$ cat src/rtl/hazard_pkg.sv
// Shared types and defaults for the pipeline stall/flush sequencer.
package hazard_pkg;

  localparam int MULT_LAT_DEF    = 4;
  localparam int DIV_LAT_DEF     = 33;
  localparam int MEM_TIMEOUT_DEF = 255;
  localparam int WAIT_CNT_W      = 8;
  localparam int PERF_W          = 32;

  typedef enum logic {
    IDLE,
    MD_BUSY
  } md_state_t;

  // One action per cycle, listed lowest to highest priority.
  typedef enum logic [1:0] {
    ACT_NONE,
    ACT_HAZARD,
    ACT_BRANCH,
    ACT_FREEZE
  } hz_action_t;

  typedef struct packed {
    logic pc_stall;
    logic if_id_stall;
    logic id_ex_stall;
    logic ex_mem_stall;
    logic if_id_flush;
    logic id_ex_flush;
    logic ex_mem_flush;
  } seg_ctrl_t;

  function automatic logic [PERF_W-1:0] sat_inc(input logic [PERF_W-1:0] v);
    return (v == '1) ? v : v + PERF_W'(1);
  endfunction

endpackage

$ cat src/rtl/pipeline_hazard_ctrl_if.sv
// Hazard-control bundle between the pipeline datapath (master) and the sequencer (slave).
interface pipeline_hazard_ctrl_if;

  logic [4:0]  id_rs;
  logic [4:0]  id_rt;
  logic [1:0]  id_rt_read;
  logic        id_uses_hilo;
  logic        ex_is_load;
  logic [4:0]  ex_dst;
  logic        ex_branch_taken;
  logic        ex_md_start;
  logic        ex_md_is_div;
  logic        dmem_req;
  logic        dmem_ready;

  logic        pc_stall;
  logic        if_id_stall;
  logic        id_ex_stall;
  logic        ex_mem_stall;
  logic        if_id_flush;
  logic        id_ex_flush;
  logic        ex_mem_flush;
  logic        md_busy;
  logic        bus_error;
  logic [31:0] perf_stall_cnt;
  logic [31:0] perf_flush_cnt;

  modport master (
    output id_rs, id_rt, id_rt_read, id_uses_hilo, ex_is_load, ex_dst,
           ex_branch_taken, ex_md_start, ex_md_is_div, dmem_req, dmem_ready,
    input  pc_stall, if_id_stall, id_ex_stall, ex_mem_stall,
           if_id_flush, id_ex_flush, ex_mem_flush,
           md_busy, bus_error, perf_stall_cnt, perf_flush_cnt
  );

  modport slave (
    input  id_rs, id_rt, id_rt_read, id_uses_hilo, ex_is_load, ex_dst,
           ex_branch_taken, ex_md_start, ex_md_is_div, dmem_req, dmem_ready,
    output pc_stall, if_id_stall, id_ex_stall, ex_mem_stall,
           if_id_flush, id_ex_flush, ex_mem_flush,
           md_busy, bus_error, perf_stall_cnt, perf_flush_cnt
  );

endinterface

$ cat src/rtl/pipeline_hazard_ctrl_md_busy_timer.sv
// HI/LO unit occupancy timer: loads latency-1 on issue, counts down to 0, then frees the unit.
module md_busy_timer
  import hazard_pkg::*;
#(
  parameter int MULT_LAT = MULT_LAT_DEF,
  parameter int DIV_LAT  = DIV_LAT_DEF
) (
  input  logic Clk,
  input  logic Rst,
  input  logic start,
  input  logic is_div,
  output logic busy
);

  localparam int MAX_LAT = (DIV_LAT > MULT_LAT) ? DIV_LAT : MULT_LAT;
  localparam int CNT_W   = $clog2(MAX_LAT);
  localparam logic [CNT_W-1:0] MULT_LOAD = CNT_W'(MULT_LAT - 1);
  localparam logic [CNT_W-1:0] DIV_LOAD  = CNT_W'(DIV_LAT - 1);

  md_state_t        state;
  logic [CNT_W-1:0] cnt;

  // NOTE: state registers use non-blocking assignments and take the async reset;
  // the countdown keeps running through a pipeline freeze because the unit is not frozen.
  always_ff @(posedge Clk or posedge Rst) begin
    if (Rst) begin
      state <= IDLE;
      cnt   <= '0;
    end else begin
      unique case (state)
        IDLE: begin
          if (start) begin
            state <= MD_BUSY;
            cnt   <= is_div ? DIV_LOAD : MULT_LOAD;
          end
        end
        MD_BUSY: begin
          if (start) begin
            cnt <= is_div ? DIV_LOAD : MULT_LOAD;
          end else if (cnt == '0) begin
            state <= IDLE;
          end else begin
            cnt <= cnt - CNT_W'(1);
          end
        end
      endcase
    end
  end

  assign busy = (state == MD_BUSY);

endmodule

$ cat src/rtl/pipeline_hazard_ctrl.sv
// Central stall/flush sequencer for the 5-stage pipeline: freeze, branch flush, hazard bubble,
// plus dmem wait timeout and saturating performance counters.
module pipeline_hazard_ctrl
  import hazard_pkg::*;
#(
  parameter int MULT_LAT    = MULT_LAT_DEF,
  parameter int DIV_LAT     = DIV_LAT_DEF,
  parameter int MEM_TIMEOUT = MEM_TIMEOUT_DEF
) (
  input logic                   Clk,
  input logic                   Rst,
  pipeline_hazard_ctrl_if.slave hz
);

  localparam logic [WAIT_CNT_W-1:0] TIMEOUT_M1 = WAIT_CNT_W'(MEM_TIMEOUT - 1);

  logic                  memwait;
  logic                  loaduse;
  logic                  mdhaz;
  logic                  md_issue;
  logic                  md_busy;
  hz_action_t            action;
  seg_ctrl_t             ctrl;
  logic [WAIT_CNT_W-1:0] wait_cnt;
  logic                  bus_error_q;
  logic [PERF_W-1:0]     perf_stall_q;
  logic [PERF_W-1:0]     perf_flush_q;

  assign memwait = hz.dmem_req & ~hz.dmem_ready;

  // Register 0 is hardwired, so a load targeting it never creates a dependency.
  assign loaduse = hz.ex_is_load && (hz.ex_dst != 5'd0) &&
                   ((hz.id_rt_read[0] && (hz.id_rs == hz.ex_dst)) ||
                    (hz.id_rt_read[1] && (hz.id_rt == hz.ex_dst)));

  assign mdhaz    = hz.id_uses_hilo & (md_busy | hz.ex_md_start);
  assign md_issue = hz.ex_md_start & ~memwait;

  md_busy_timer #(
    .MULT_LAT (MULT_LAT),
    .DIV_LAT  (DIV_LAT)
  ) u_md_timer (
    .Clk    (Clk),
    .Rst    (Rst),
    .start  (md_issue),
    .is_div (hz.ex_md_is_div),
    .busy   (md_busy)
  );

  always_comb begin
    if (memwait)                 action = ACT_FREEZE;
    else if (hz.ex_branch_taken) action = ACT_BRANCH;
    else if (loaduse || mdhaz)   action = ACT_HAZARD;
    else                         action = ACT_NONE;
  end

  // NOTE: default every field first so no path through this block leaves a latch.
  always_comb begin
    ctrl = '0;
    if (Rst) begin
      ctrl.if_id_flush  = 1'b1;
      ctrl.id_ex_flush  = 1'b1;
      ctrl.ex_mem_flush = 1'b1;
    end else begin
      unique case (action)
        ACT_FREEZE: begin
          ctrl.pc_stall     = 1'b1;
          ctrl.if_id_stall  = 1'b1;
          ctrl.id_ex_stall  = 1'b1;
          ctrl.ex_mem_stall = 1'b1;
        end
        ACT_BRANCH: begin
          ctrl.if_id_flush = 1'b1;
          ctrl.id_ex_flush = 1'b1;
        end
        ACT_HAZARD: begin
          ctrl.pc_stall    = 1'b1;
          ctrl.if_id_stall = 1'b1;
          ctrl.id_ex_flush = 1'b1;
        end
        ACT_NONE: ;
      endcase
    end
  end

  // Wait counter saturates so a stuck bus cannot wrap it back under the threshold.
  always_ff @(posedge Clk or posedge Rst) begin
    if (Rst) begin
      wait_cnt     <= '0;
      bus_error_q  <= 1'b0;
      perf_stall_q <= '0;
      perf_flush_q <= '0;
    end else begin
      if (memwait) begin
        if (wait_cnt != '1) wait_cnt <= wait_cnt + WAIT_CNT_W'(1);
        if (wait_cnt >= TIMEOUT_M1) bus_error_q <= 1'b1;
      end else begin
        wait_cnt <= '0;
      end
      if (ctrl.pc_stall)        perf_stall_q <= sat_inc(perf_stall_q);
      if (action == ACT_BRANCH) perf_flush_q <= sat_inc(perf_flush_q);
    end
  end

  assign hz.pc_stall       = ctrl.pc_stall;
  assign hz.if_id_stall    = ctrl.if_id_stall;
  assign hz.id_ex_stall    = ctrl.id_ex_stall;
  assign hz.ex_mem_stall   = ctrl.ex_mem_stall;
  assign hz.if_id_flush    = ctrl.if_id_flush;
  assign hz.id_ex_flush    = ctrl.id_ex_flush;
  assign hz.ex_mem_flush   = ctrl.ex_mem_flush;
  assign hz.md_busy        = md_busy;
  assign hz.bus_error      = bus_error_q;
  assign hz.perf_stall_cnt = perf_stall_q;
  assign hz.perf_flush_cnt = perf_flush_q;

endmodule

$ cat src/flat_wrapper.sv
// flat-port wrapper written by rule: the top's interface ports become plain ports
module pipeline_hazard_ctrl_flat import hazard_pkg::*;
#(
  parameter int MULT_LAT    = MULT_LAT_DEF,
  parameter int DIV_LAT     = DIV_LAT_DEF,
  parameter int MEM_TIMEOUT = MEM_TIMEOUT_DEF
)
  (Clk, Rst, hz_id_rs, hz_id_rt, hz_id_rt_read, hz_id_uses_hilo, hz_ex_is_load, hz_ex_dst, hz_ex_branch_taken, hz_ex_md_start, hz_ex_md_is_div, hz_dmem_req, hz_dmem_ready, hz_pc_stall, hz_if_id_stall, hz_id_ex_stall, hz_ex_mem_stall, hz_if_id_flush, hz_id_ex_flush, hz_ex_mem_flush, hz_md_busy, hz_bus_error, hz_perf_stall_cnt, hz_perf_flush_cnt);
  pipeline_hazard_ctrl_if hz_i ();
  input logic Clk;
  input logic Rst;
  input wire logic [$bits(hz_i.id_rs)-1:0] hz_id_rs;
  input wire logic [$bits(hz_i.id_rt)-1:0] hz_id_rt;
  input wire logic [$bits(hz_i.id_rt_read)-1:0] hz_id_rt_read;
  input wire logic [$bits(hz_i.id_uses_hilo)-1:0] hz_id_uses_hilo;
  input wire logic [$bits(hz_i.ex_is_load)-1:0] hz_ex_is_load;
  input wire logic [$bits(hz_i.ex_dst)-1:0] hz_ex_dst;
  input wire logic [$bits(hz_i.ex_branch_taken)-1:0] hz_ex_branch_taken;
  input wire logic [$bits(hz_i.ex_md_start)-1:0] hz_ex_md_start;
  input wire logic [$bits(hz_i.ex_md_is_div)-1:0] hz_ex_md_is_div;
  input wire logic [$bits(hz_i.dmem_req)-1:0] hz_dmem_req;
  input wire logic [$bits(hz_i.dmem_ready)-1:0] hz_dmem_ready;
  output wire logic [$bits(hz_i.pc_stall)-1:0] hz_pc_stall;
  output wire logic [$bits(hz_i.if_id_stall)-1:0] hz_if_id_stall;
  output wire logic [$bits(hz_i.id_ex_stall)-1:0] hz_id_ex_stall;
  output wire logic [$bits(hz_i.ex_mem_stall)-1:0] hz_ex_mem_stall;
  output wire logic [$bits(hz_i.if_id_flush)-1:0] hz_if_id_flush;
  output wire logic [$bits(hz_i.id_ex_flush)-1:0] hz_id_ex_flush;
  output wire logic [$bits(hz_i.ex_mem_flush)-1:0] hz_ex_mem_flush;
  output wire logic [$bits(hz_i.md_busy)-1:0] hz_md_busy;
  output wire logic [$bits(hz_i.bus_error)-1:0] hz_bus_error;
  output wire logic [$bits(hz_i.perf_stall_cnt)-1:0] hz_perf_stall_cnt;
  output wire logic [$bits(hz_i.perf_flush_cnt)-1:0] hz_perf_flush_cnt;
  assign hz_i.id_rs = hz_id_rs;
  assign hz_i.id_rt = hz_id_rt;
  assign hz_i.id_rt_read = hz_id_rt_read;
  assign hz_i.id_uses_hilo = hz_id_uses_hilo;
  assign hz_i.ex_is_load = hz_ex_is_load;
  assign hz_i.ex_dst = hz_ex_dst;
  assign hz_i.ex_branch_taken = hz_ex_branch_taken;
  assign hz_i.ex_md_start = hz_ex_md_start;
  assign hz_i.ex_md_is_div = hz_ex_md_is_div;
  assign hz_i.dmem_req = hz_dmem_req;
  assign hz_i.dmem_ready = hz_dmem_ready;
  assign hz_pc_stall = hz_i.pc_stall;
  assign hz_if_id_stall = hz_i.if_id_stall;
  assign hz_id_ex_stall = hz_i.id_ex_stall;
  assign hz_ex_mem_stall = hz_i.ex_mem_stall;
  assign hz_if_id_flush = hz_i.if_id_flush;
  assign hz_id_ex_flush = hz_i.id_ex_flush;
  assign hz_ex_mem_flush = hz_i.ex_mem_flush;
  assign hz_md_busy = hz_i.md_busy;
  assign hz_bus_error = hz_i.bus_error;
  assign hz_perf_stall_cnt = hz_i.perf_stall_cnt;
  assign hz_perf_flush_cnt = hz_i.perf_flush_cnt;
  pipeline_hazard_ctrl #(.MULT_LAT(MULT_LAT), .DIV_LAT(DIV_LAT), .MEM_TIMEOUT(MEM_TIMEOUT)) u_core (.Clk(Clk), .Rst(Rst), .hz(hz_i));
endmodule
$ cat config.mk
export PLATFORM = sky130hd
export DESIGN_NAME = pipeline_hazard_ctrl_flat
export DESIGN_NICKNAME = d
export VERILOG_FILES = /design/src/rtl/hazard_pkg.sv /design/src/rtl/pipeline_hazard_ctrl_if.sv /design/src/rtl/pipeline_hazard_ctrl_md_busy_timer.sv /design/src/rtl/pipeline_hazard_ctrl.sv /design/src/flat_wrapper.sv
export SDC_FILE = /design/constraint.sdc
export NUM_CORES = 1
export LEC_CHECK = 0
export ABC_AREA = 1
export BUFFER_PORTS_ARGS = -buffer_cell sky130_fd_sc_hd__buf_2
export CORE_MARGIN = 3
export CORE_UTILIZATION = 36
export CTS_CLUSTER_DIAMETER = 200
export DETAILED_ROUTE_END_ITERATION = 10
export PLACE_DENSITY = 0.55
export SLEW_MARGIN = 0
export SYNTH_ARGS = -nofsm -noshare
export SYNTH_HDL_FRONTEND = slang
export SYNTH_SLANG_ARGS = --single-unit
export TNS_END_PERCENT = 100
$ cat constraint.sdc
create_clock -name Clk -period 2.8 [get_ports Clk]
set_input_delay 0.14 -clock Clk [delete_from_list [all_inputs] [get_ports Clk]]
set_output_delay 0.14 -clock Clk [all_outputs]
set_load 0.02 [all_outputs]
* After elaboration in Yosys (flattened, before gate mapping) *
Cells that the tools add are included.
Widths: inputs -> output; s select.

storage, ports and cells
  word-level logic and storage cells = 66
  memory bits (read-only) = 0
  output and inout bits = 73
  memories kept = 0
  input bits = 26
  bits in latches = 0
  memory bits (writable) = 0
  register bits after elaboration = 80

cells by class
  add/subtract/negate cells = 4
  $mul = 0
  reductions and logical operators = 14
  shift-type cells = 0
  bitwise logic cells = 9
  equality and inequality tests = 11
  divide/modulo/power cells = 0
  order comparisons = 1
  multiplexer cells = 21

operators by type and width
  kind                   number
  $add 32x1->32 const B  2
  $eq 32x32->1 const B   2
  $mux 6                 4
  $mux 8                 2
  $pmux 6 s2             1
  $eq 5x5->1             2
  $mux 2                 5
  $add 8x1->8 const B    1
  $ge 8x8->1 const B     1
  $ne 8x8->1 const B     1
  $reduce_and 2->1       4
  $mux 1                 7
  $logic_not 6->1        1
  $sub 6x1->6 const B    1
  $not 1->1              5
  $reduce_bool 5->1      1
  $eq 2x2->1 const B     2
  $logic_and 1x1->1      4
  $mux 4                 1
  $reduce_or 2->1        2
  $and 1x1->1            3
  $ne 3x2->1 const B     1
  $eq 2x1->1 const B     1
  $logic_or 1x1->1       2
  other kinds (4)        4

* Logic depth before layout (Yosys ltp) *
Gate-level depths: netlist (run 1).

  depth in word-level cells = 13
  depth in mapped cells = 12

* Modules after synthesis *
From an unflattened synthesis (run 1), not the netlist that was laid out.

second synthesis, totals
  cells, all modules = 805
  area total of the unflattened synthesis = 5471.5 µm²

modules (own cells, without submodules)
  module                cells an instance  instances  area each (µm²)  seq. area each (µm²)
  pipeline_hazard_ctrl  740                1          5018.6           1826.8
  md_busy_timer         65                 1          452.9            175.2

* Least setup slack after synthesis (run 1) *
Ideal clock, no wire load.

  path type = register -> register
  from = register u_core.perf_stall_q[0] (netlist: u_core.hz.perf_stall_cnt[0])
  to = register u_core.perf_stall_q[2] (netlist: u_core.hz.perf_stall_cnt[2])
  cell stages (with the launch flop) = 10
  buffers on the path = 1
  clock period less this slack = 1.852 ns
  arrival = 1.734 ns
  path slack = 0.948 ns
  data required time = 2.682 ns
  library setup time = 0.118 ns
  path through = dfrtp_1 -> ha_1 -> nand3_2 -> nor2_4 -> nand3_1 -> nor2_2 -> nand3_2 -> buf_2 -> nand4_1 -> nand2_1

on the way
  word-level cells in the longest chain between the ends = 3
  elaborated cells between the ends (all ways) = 4
  classes of those cells = add/sub: 1; eq/ne: 1; bitwise: 1; reduce/logical: 1

RTL lines
  what                                                   line                         source
  from (decl)                                            pipeline_hazard_ctrl.sv:26   logic [PERF_W-1:0] perf_stall_q;
  from (signal assigned)                                 pipeline_hazard_ctrl.sv:100  if (ctrl.pc_stall) perf_stall_q <= sat_inc(perf_stall_q);
  branches (longest 3 deep; another with $add 32x1->32)  n/a

Several ways; the timed one is not identified.
A chain may end at the register's enable or synchronous reset.

* Worst setup path after layout (run 1) *
  from = register u_core.perf_flush_q[0] (netlist: u_core.hz.perf_flush_cnt[0])
  to = register u_core.perf_flush_q[18] (netlist: u_core.hz.perf_flush_cnt[18])

on the way
  word-level cells in the longest chain between the ends = 3
  elaborated cells between the ends (all ways) = 4
  classes of those cells = add/sub: 1; eq/ne: 1; bitwise: 1; reduce/logical: 1

RTL lines
  what                                                   line                         source
  from (decl)                                            pipeline_hazard_ctrl.sv:27   logic [PERF_W-1:0] perf_flush_q;
  from (signal assigned)                                 pipeline_hazard_ctrl.sv:101  if (action == ACT_BRANCH) perf_flush_q <= sat_inc(perf_flush_q);
  branches (longest 3 deep; another with $add 32x1->32)  n/a

Several ways; the timed one is not identified.

==> flow_metrics.tcl, run 1 <==
set metrics [dict create \
    layout_setup_ws_ns 0.652 \
    cts_tree "built" \
    dr.pass1.iters 7 \
    slew-limit-headroom_pct 53.0 \
    rsz0062_at_grt "no" \
    status "completed" \
    htreeDepth 3 \
    slew_viol_final 0 \
    final_cell_mix "nand2_1, nor2_1, buf_2" \
    setup_viol 0 \
    fin_crit_sh_pct 76.7 \
    diodes 0 \
    rr_endpoint "u_core.hz.perf_flush_cnt[18]" \
    irDropWorstVdd_v 0.000351 \
    fin_nets 923 \
    setup.worst_path.start_class "flip-flop" \
    grt_pass1_vias 5003 \
    synth_top_area_share_pct 37.5 \
    min-delay-path-class "in2reg" \
    finalHoldViolCount 0 \
    skew_ns 0.0112 \
    ys_seq_area_share_pct 37.5 \
    row_count 43 \
    yosys_warnings 0 \
    leakagePower_nw 3.25 \
    max_cap_viol_count 0 \
    post-place-ws_ns 0.640 \
    hp-start "hz_ex_md_is_div" \
    core_area_sq_mm 0.0142 \
    drc 0 \
    synth_nets 826 \
    critPathRequiredTime_ns 3.03 \
    synth_mux_area_share_pct 0 \
    io_pins 99 \
    die_w_microns 128 \
    grt.overflow.total 0 \
    holdWs_ns 0.147 \
    cts_buffer_depth 2 \
    r2r_start "u_core.hz.perf_flush_cnt[0]" \
    ys_ff_latch 80 \
    root_buffer "clkbuf_16" \
    viasPerCell 4.93 \
    grt_usage_pct 18.9 \
    worst_slew_pin_slew_ns 0.704 \
    avgSynthCellArea_sq_um 6.72 \
    drive_gt1_share_pct 15.6 \
    cts_made_buffers 9 \
    place_congestion 0.929 \
    min_delay_path_depth 5 \
    drt_iter0_markers 307 \
    synth_xor_xnor_area_share_pct 6.73 \
    critPathBufInv 2 \
    r2r_setup_slack_ns 0.65 \
    clock_latency_ns 0.35 \
    reg2regPathDepth 10 \
    cts_resized 0 \
    cp.arrival_ns 2.38 \
    grt_pass1_wl_microns 25100 \
    grt_max_degree 45 \
    yosys.area_share.simple_pct 43.9 \
    synthAdderAreaFrac_pct 1.41 \
    finalPower_mw 3.54 \
    finalCriticalPeriod_ns 2.15 \
    worst_setup_path_end_kind "flip-flop" \
    critPathKind "reg2reg" \
    antenna_found_initial 0 \
    finalSetupTns_ns 0 \
    netlist_instances 794 \
    dieArea_sq_mm 0.0163 \
    ant_nets 0 \
    whs_endpoint "u_core.u_md_timer.cnt[5]" \
    cts_sinks 80 \
    start_util_pct 37.6 \
    cp_top_family "simple AND/OR/NAND/NOR gates" \
    max_clock_freq_mhz 466 \
    synth_top_family_by_area "simple AND/OR/NAND/NOR gates" \
    ys_top_cells_by_area "dfrtp_1, nand2_1, nor2_1, xor2_1, nand4_1" \
    yosys.area.top_type "dfrtp_1" \
    placedCellCount 1059 \
    fin_cells 1075 \
    cpPeakStageDelay_ns 0.42 \
    slowest_stage "dfrtp_1" \
    port_buffers 98 \
    wl_per_cell_microns 13.8 \
    dp_hpwl_microns 11200 \
    crit_fanout 32 \
    layout_commonest_cell "nand2_1" \
    wirelength_microns 14800 \
    p_per_area_mw_per_mm2 558 \
    worstPathCellList "ha_1 > inv_1 > nor2_2 > nand2_2 > nor2_1 > nand2_1 > nand2_2 > inv_2 > nand3b_1 > nand2_1" \
    vias 5296 \
    die-height_microns 128 \
    syn_area_sq_mm 0.00534 \
    synth_compound_area_share_pct 3.61 \
    clk_pin_slew_ns 0.07 \
    synth_cell_types 33 \
    syn_to_final_growth_pct 18.7 \
]
-- how the worst max path moves through the flow --
stage / from / to / depth (start not counted)
after floorplan: Rst / u_core.hz.bus_error / 1
after global placement: hz_dmem_req / u_core.hz.perf_flush_cnt[18] / 10
after detailed placement: u_core.hz.perf_flush_cnt[1] / u_core.hz.perf_flush_cnt[18] / 10
after CTS: u_core.hz.perf_flush_cnt[1] / u_core.hz.perf_flush_cnt[18] / 10
after global routing: u_core.hz.perf_flush_cnt[0] / u_core.hz.perf_flush_cnt[18] / 10
final: u_core.hz.perf_flush_cnt[0] / u_core.hz.perf_flush_cnt[18] / 10
-- tightest hold or removal path: stages --
cell,delay (ns)
buf_2,0.07
inv_1,0.03
nand2_1,0.09
nand2_1,0.06
nand2_1,0.05
-- where the power goes --
group	total (mW)	internal, mW	switching, mW
logic	0.790	0.269	0.521
clock network	1.32	0.828	0.490
registers	1.43	1.28	0.148
total	3.54	2.38	1.16
-- synth_stat cells (all sizes together) --
library cell,count
nand2,342
nor2,106
dfrtp,80
inv,59
nand4,38
xor2,30
buf,22
o21ai,22
nand3,21
nor3,21
nand3b,18
xnor2,11
a21oi,6
ha,6
a211oi,2
a31oi,2
or2,2
clkbuf,1
nor3b,1
nor4,1
o211a,1
o21a,1
o31ai,1
-- flip-flops by register name (all words and copies together), names as in the netlist --
signal and flops:
u_core.wait_cnt 8, u_core.hz.perf_flush_cnt 32, u_core.hz.perf_stall_cnt 32, u_core.hz.bus_error 1, u_core.u_md_timer.cnt 6, u_core.u_md_timer.busy 1
-- layer usage --
| layer | routed length, microns | track usage [%] |
|---|---|---|
| met5 | 0 | 0 |
| met1 | 7310 | 26.5 |
| met2 | 6600 | 29.1 |
| met4 | 88 | 4.31 |
| met3 | 830 | 5.21 |
-- metrics by stage --
step                util [%]  instance area, sq um
floorplan                  -                  5340
global placement        42.2                  6000
detailed placement      42.2                  6000
CTS                     44.6                  6340
global route            44.6                  6340
finish                  44.6                  6340
-- timing repair --
action                    4_1_cts  5_1_grt
hold buffers                    1        0
hold endpoints to repair       36        0
setup buffers                   0        0
-- final cells by class --
type	instances	area (sq um)
clock buffers	11	253
clock inverters	4	76.3
fillers	1552	7870
inverters	59	223
multi-input cells	632	2970
flip-flops and latches	80	2000
well taps	180	225
repair buffers	109	588
-- cell families after synthesis --
group	count (synthesis)
AO/OA/AOI/OAI	35
XOR/XNOR	41
adder cells (fa/ha/maj)	6
buffers and inverters	82
flip-flops	80
AND/OR/NAND/NOR	550
Power figures use the tool's default switching activity.
==> run 2: changes to the inputs <==
--- a/config.mk
+++ b/config.mk
@@ -5,13 +5,13 @@
 export SDC_FILE = /design/constraint.sdc
 export NUM_CORES = 1
 export LEC_CHECK = 0
-export ABC_AREA = 1
+export ABC_AREA = 0
 export BUFFER_PORTS_ARGS = -buffer_cell sky130_fd_sc_hd__buf_2
 export CORE_MARGIN = 3
 export CORE_UTILIZATION = 36
 export CTS_CLUSTER_DIAMETER = 200
 export DETAILED_ROUTE_END_ITERATION = 10
-export PLACE_DENSITY = 0.55
+export PLACE_DENSITY = 0.57
 export SLEW_MARGIN = 0
 export SYNTH_ARGS = -nofsm -noshare
 export SYNTH_HDL_FRONTEND = slang
==> constraint.sdc (replaced) <==
create_clock -name Clk -period 2.1 [get_ports Clk]
set_input_delay 0.105 -clock Clk [delete_from_list [all_inputs] [get_ports Clk]]
set_output_delay 0.105 -clock Clk [all_outputs]
set_load 0.02 [all_outputs]
==> run 2 against run 1 <==
Hold slack worse by 0.13 ns. Final area down 14%. Clock power increased by 30%. Combinational power is 66% higher. Total power increased by 40%. Largest cell class unchanged.
==> flow_metrics.tcl, run 2 <==
set metrics [dict create \
    core_area_sq_mm 0.0109 \
    diodes 0 \
    crit_fanout 4 \
    layout_commonest_cell "buf_2" \
    avgSynthCellArea_sq_um 10.0 \
    ys_top_cells_by_area "dfrtp_1, xnor2_1, xor2_1, nand2_1, nand3_1" \
    worst_slew_pin_slew_ns 0.508 \
    yosys.area.top_type "dfrtp_1" \
    dp_hpwl_microns 6940 \
    fillCellCount 1059 \
    synthTopCellsByCount "dfrtp_1, xnor2_1, nand2_1, xor2_1, nand3_1" \
    vias 3400 \
    synth.most_common_cell "dfrtp_1" \
    setup.worst_path.start_class "flip-flop" \
    syn_area_sq_mm 0.00407 \
    fin_nets 580 \
    reg2regPathDepth 8 \
    grt_max_degree 81 \
    finalCriticalPeriod_ns 2.01 \
    final-seq-area_sq_mm 0.00201 \
    holdWs_ns 0.0175 \
    cts_tree "built" \
    worstPathCellList "ha_4 > nand2_1 > or4_4 > nor4_4 > buf_4 > nor2_2 > and2_1 > xor2_1" \
    antenna_found_initial 0 \
    slew_viol_final 0 \
    row_count 38 \
    placedCellCount 671 \
    die-height_microns 112 \
    dr.pass1.iters 4 \
    fin_cells 693 \
    critPathKind "reg2reg" \
    synth_edf_count 0 \
    slowest_stage "or4_4" \
    port_buffers 98 \
    slew-limit-headroom_pct 65.9 \
    grt_pass1_wl_microns 15900 \
    die_w_microns 112 \
    worst_setup_path_end_kind "flip-flop" \
    p_int_mw 3.44 \
    final_cell_mix "buf_2, dfrtp_1, xnor2_1" \
    grt_usage_pct 15.2 \
    critPathRequiredTime_ns 2.32 \
    rr_endpoint "u_core.hz.perf_flush_cnt[7]" \
    grt.overflow.total 0 \
    ys_seq_area_share_pct 49.2 \
    startpoint "u_core.hz.perf_flush_cnt[0]" \
    switching_share_pct 30.7 \
    cp.arrival_ns 2.23 \
    p_per_area_mw_per_mm2 913 \
    irDropWorstVdd_v 0.000494 \
    syn_to_final_growth_pct 33.6 \
    synth_cell_types 41 \
    grt_pass1_vias 3245 \
    dieArea_sq_mm 0.0126 \
    setup_viol 0 \
    cts_made_buffers 9 \
    power_switching_mw 1.52 \
    ys_ff_latch 80 \
    r2r_start "u_core.hz.perf_flush_cnt[0]" \
    multi_input_area_sq_mm 0.00201 \
    status "completed" \
    min_delay_path_depth 2 \
    drive_gt1_share_pct 32.4 \
    fin_crit_sh_pct 95.7 \
    skew_ns 0.00856 \
    synth_nets 438 \
    clk_pin_slew_ns 0.06 \
    min-delay-path-class "in2reg" \
    max_cap_viol_count 0 \
    cts_buffer_depth 2 \
    wirelength_microns 9360 \
    viasPerCell 4.91 \
    htreeDepth 3 \
    leakagePower_nw 2.69 \
    hp-start "hz_ex_md_start" \
    drt_iter0_markers 128 \
    cpPeakStageDelay_ns 0.53 \
    crit_path_end "u_core.hz.perf_flush_cnt[7]" \
    ys.flop_type "dfrtp_1" \
    place_congestion 0.810 \
    p_clk_share_pct 34.5 \
    yosys_warnings 0 \
    synth_top_area_share_pct 49.2 \
    finalHoldViolCount 0 \
    rsz0062_at_grt "yes" \
    synthArstFlopShare_pct 100 \
    cts_sinks 80 \
    drc 0 \
    io_pins 99 \
    root_buffer "clkbuf_16" \
    start_util_pct 37.2 \
    ant_nets 0 \
    netlist_instances 406 \
    clock_latency_ns 0.33 \
    r2r_setup_slack_ns 0.09 \
    p_comb_share_pct 26.3 \
    wl_per_cell_microns 13.5 \
    max_clock_freq_mhz 497 \
    p_seq_share_pct 39.2 \
]
[run 2: changes by cell type after synthesis, sizes merged, moves of 6 or more]
cell    change
nand3b     -18
and2        +6
nand3       +7
nor4       +15
buf        -14
and4       +10
inv        -44
and3        +8
xnor2      +30
o21ai       -9
nor2       -79
nand2     -304
nand4      -23
[run 2: what timing repair did]
action	4_1_cts	5_1_grt
gates resized for setup	3	11
hold endpoints to repair	80	0
pin swaps	1	5
setup endpoints to repair	6	18
hold buffers	1	0
buffers inserted	0	6
[run 2: per-stage QoR]
stage	setup TNS, ns	utilization (%)	worst slack, ns	power, mW	instance area [sq um]
final	0	49.8	0.0899	4.97	5440
after global routing	-0.0469	49.8	-0.0260	5.27	5440
after CTS	0	49.0	0.0236	4.99	5360
after detailed placement	-0.0439	45.8	-0.0439	3.24	5010
after global placement	-0.0444	45.8	-0.0444	3.21	5010
after floorplan	0	-	0.0219	2.73	4080
[run 2: cell type report]
cell class / instances / share of cell area [%]
Clock buffer: 12 / 4.71
Clock inverter: 4 / 1.40
Inverter: 15 / 1.10
Multi-Input combinational cell: 300 / 36.9
Sequential cell: 80 / 36.9
Tap cell: 140 / 3.22
Timing Repair Buffer: 142 / 15.8
[run 2: cell families after synthesis]
family                   synth area share [%]
adder cells (fa/ha/maj)                  1.84
buffers and inverters                    2.83
flip-flops                               49.2
AO/OA/AOI/OAI                            4.45
XOR/XNOR                                 16.1
multiplexers                            0.553
AND/OR/NAND/NOR                          25.0
[run 2: worst min path at each step]
stage,slack (ns),endpoint
after floorplan,0.19,u_core.u_md_timer.cnt[4]
after global placement,0.34,u_core.wait_cnt[0]
after detailed placement,0.34,u_core.u_md_timer.cnt[3]
after CTS,0.006,u_core.u_md_timer.cnt[2]
after global routing,0.005,u_core.u_md_timer.cnt[2]
final,0.02,u_core.u_md_timer.cnt[4]
[run 2: power by group through the flow]
stage	clock, mW	combinational, mW	sequential, mW
after global routing	1.83	1.46	1.99
after floorplan	0	0.560	2.17
after CTS	1.77	1.28	1.94
final	1.71	1.31	1.95
after detailed placement	0	1.27	1.96
after global placement	0	1.25	1.96
[run 2: metal layers]
metal	part of all wire, %	vias to the layer above	wire [microns]	track usage [%]
met4	0.85	0	80	3.37
met2	45	83	4260	23.3
li1	-	1703	-	-
met1	48	1607	4510	21.5
met5	0	-	0	0
met3	5.5	7	512	4.69
[run 2: worst max-delay path: cells and delay by family (launching register included)]
kind / cells / cell delay, ns
simple gates: 5 / 1.05
xor+xnor: 1 / 0.14
flops: 1 / 0.39
fa+ha+maj: 1 / 0.14
buf+inv: 1 / 0.18
==> run 3: changes to the inputs <==
--- a/config.mk
+++ b/config.mk
@@ -6,12 +6,12 @@
 export NUM_CORES = 1
 export LEC_CHECK = 0
 export ABC_AREA = 0
+export ABC_CLOCK_PERIOD_IN_PS = 2100
 export BUFFER_PORTS_ARGS = -buffer_cell sky130_fd_sc_hd__buf_2
 export CORE_MARGIN = 3
 export CORE_UTILIZATION = 36
 export CTS_CLUSTER_DIAMETER = 200
 export DETAILED_ROUTE_END_ITERATION = 10
-export PLACE_DENSITY = 0.57
 export SLEW_MARGIN = 0
 export SYNTH_ARGS = -nofsm -noshare
 export SYNTH_HDL_FRONTEND = slang
==> run 3 against run 2 <==
Sequential share of layout area rose by 1.1 points. Core utilization is 1.4 points lower. Critical endpoint unchanged. Sequential power about the same. First-iteration DRC count rose by 45%. Fmax increased by 0.70%. Critical path type unchanged. Worst setup slack gained 0.014 ns. Flip-flop and latch count unchanged. Hold slack about the same.
==> flow_metrics.tcl, run 3 (synthesis gave the netlist of run 2 again) <==
set metrics [dict create \
    grt_usage_pct 15.7 \
    layout_commonest_cell "buf_2" \
    root_buffer "clkbuf_16" \
    irDropWorstVdd_v 0.000623 \
    slew-limit-headroom_pct 69.6 \
    port_buffers 98 \
    io_pins 99 \
    cts_sinks 80 \
    row_count 38 \
    wl_per_cell_microns 14.2 \
    cts_tree "built" \
    skew_ns 0.00658 \
    slew_viol_final 0 \
    max_clock_freq_mhz 501 \
    max_cap_viol_count 0 \
    holdWs_ns 0.0173 \
    min-delay-path-class "in2reg" \
    cts_made_buffers 9 \
    cp.arrival_ns 2.22 \
    grt_pass1_wl_microns 16300 \
    setup.worst_path.start_class "flip-flop" \
    htreeDepth 3 \
    viasPerCell 4.99 \
    cts_buffer_depth 2 \
    fin_nets 566 \
    ant_nets 0 \
    critPathKind "reg2reg" \
    drc 0 \
    core_area_sq_mm 0.0109 \
    crit_fanout 4 \
    placed_area_sq_mm 0.00493 \
    setup_viol 0 \
    clk_pin_slew_ns 0.06 \
    status "completed" \
    clock_latency_ns 0.33 \
    post-place-ws_ns 0.0601 \
    worst_setup_path_end_kind "flip-flop" \
    wirelength_microns 9650 \
    syn_to_final_growth_pct 29.8 \
    critPathRequiredTime_ns 2.32 \
    leakagePower_nw 2.62 \
    layout_setup_ws_ns 0.104 \
    start_util_pct 37.2 \
    final_cell_mix "buf_2, dfrtp_1, xnor2_1" \
    drive_gt1_share_pct 29.9 \
    p_per_area_mw_per_mm2 921 \
    worst_slew_pin_slew_ns 0.456 \
    antenna_found_initial 0 \
    vias 3386 \
    fin_crit_sh_pct 95.1 \
    place_congestion 0.788 \
    dieArea_sq_mm 0.0126 \
    drt_iter0_markers 186 \
    finalCriticalPeriod_ns 2.00 \
    grt.overflow.total 0 \
    finalPower_mw 4.87 \
    die-height_microns 112 \
    fin_util_pct 48.3 \
    grt_pass1_vias 3295 \
    diodes 0 \
    dp_hpwl_microns 7030 \
    finalHoldViolCount 0 \
    dr.pass1.iters 4 \
    die_w_microns 112 \
    grt_max_degree 81 \
    final_area_sq_mm 0.00529 \
    fillCellCount 1046 \
]
-- run 3: final timing paths --
check,start,cells after the start,to,slack (ns)
min in group asynchronous,Rst,4,u_core.u_md_timer.cnt[2],0.48
max in group asynchronous,Rst,4,u_core.hz.perf_stall_cnt[2],1.23
max reg2reg,u_core.hz.perf_flush_cnt[1],7,u_core.hz.perf_flush_cnt[7],0.10
min reg2reg,u_core.hz.bus_error,1,u_core.hz.bus_error,0.45
min,hz_ex_md_start,2,u_core.u_md_timer.cnt[3],0.02
max,u_core.hz.perf_flush_cnt[1],7,u_core.hz.perf_flush_cnt[7],0.10
-- run 3: routing by layer --
layer | global-route usage, % | part of all wire, %
met1 | 21.5 | 47
met2 | 24.4 | 47
met3 | 4.80 | 5.2
met4 | 3.93 | 0.95
met5 | 0 | 0
-- run 3: area by class of cell --
type	instances	area, sq um	share of cell area, %
clock buffers	13	260	4.92
clock inverters	3	65.1	1.23
inverters	15	60.1	1.14
multi-input cells	300	1980	37.4
flip-flops and latches	80	2000	37.9
well taps	140	175	3.31
repair buffers	128	743	14.1
-- run 3: per-stage QoR --
stage,std cells,TNS [ns]
2_1_floorplan,406,0
3_3_place_gp,662,0
3_5_place_dp,662,0
4_1_cts,679,0
5_1_grt,679,-0.0264
6_report,679,0
-- run 3: what timing repair did --
action	CTS	global route
setup buffers	0	0
setup endpoints to repair	0	38
endpoints found under the hold margin	72	0
gates resized for setup	0	7
hold buffers	1	0
-- run 3: worst max-delay path, stage by stage, from the launching register on --
cell and delay [ns]:
dfrtp_2 0.38, ha_1 0.18, nand2_1 0.07, or4_4 0.50, nor4_4 0.30, nor2_1 0.12, and2_1 0.19, xor2_1 0.14
-- run 3: report_power, final --
part | internal, mW | switching (mW) | leakage [nW]
sequential | 1.76 | 0.212 | 1.03
combinational | 0.497 | 0.697 | 1.43
clock | 1.11 | 0.604 | 0.160
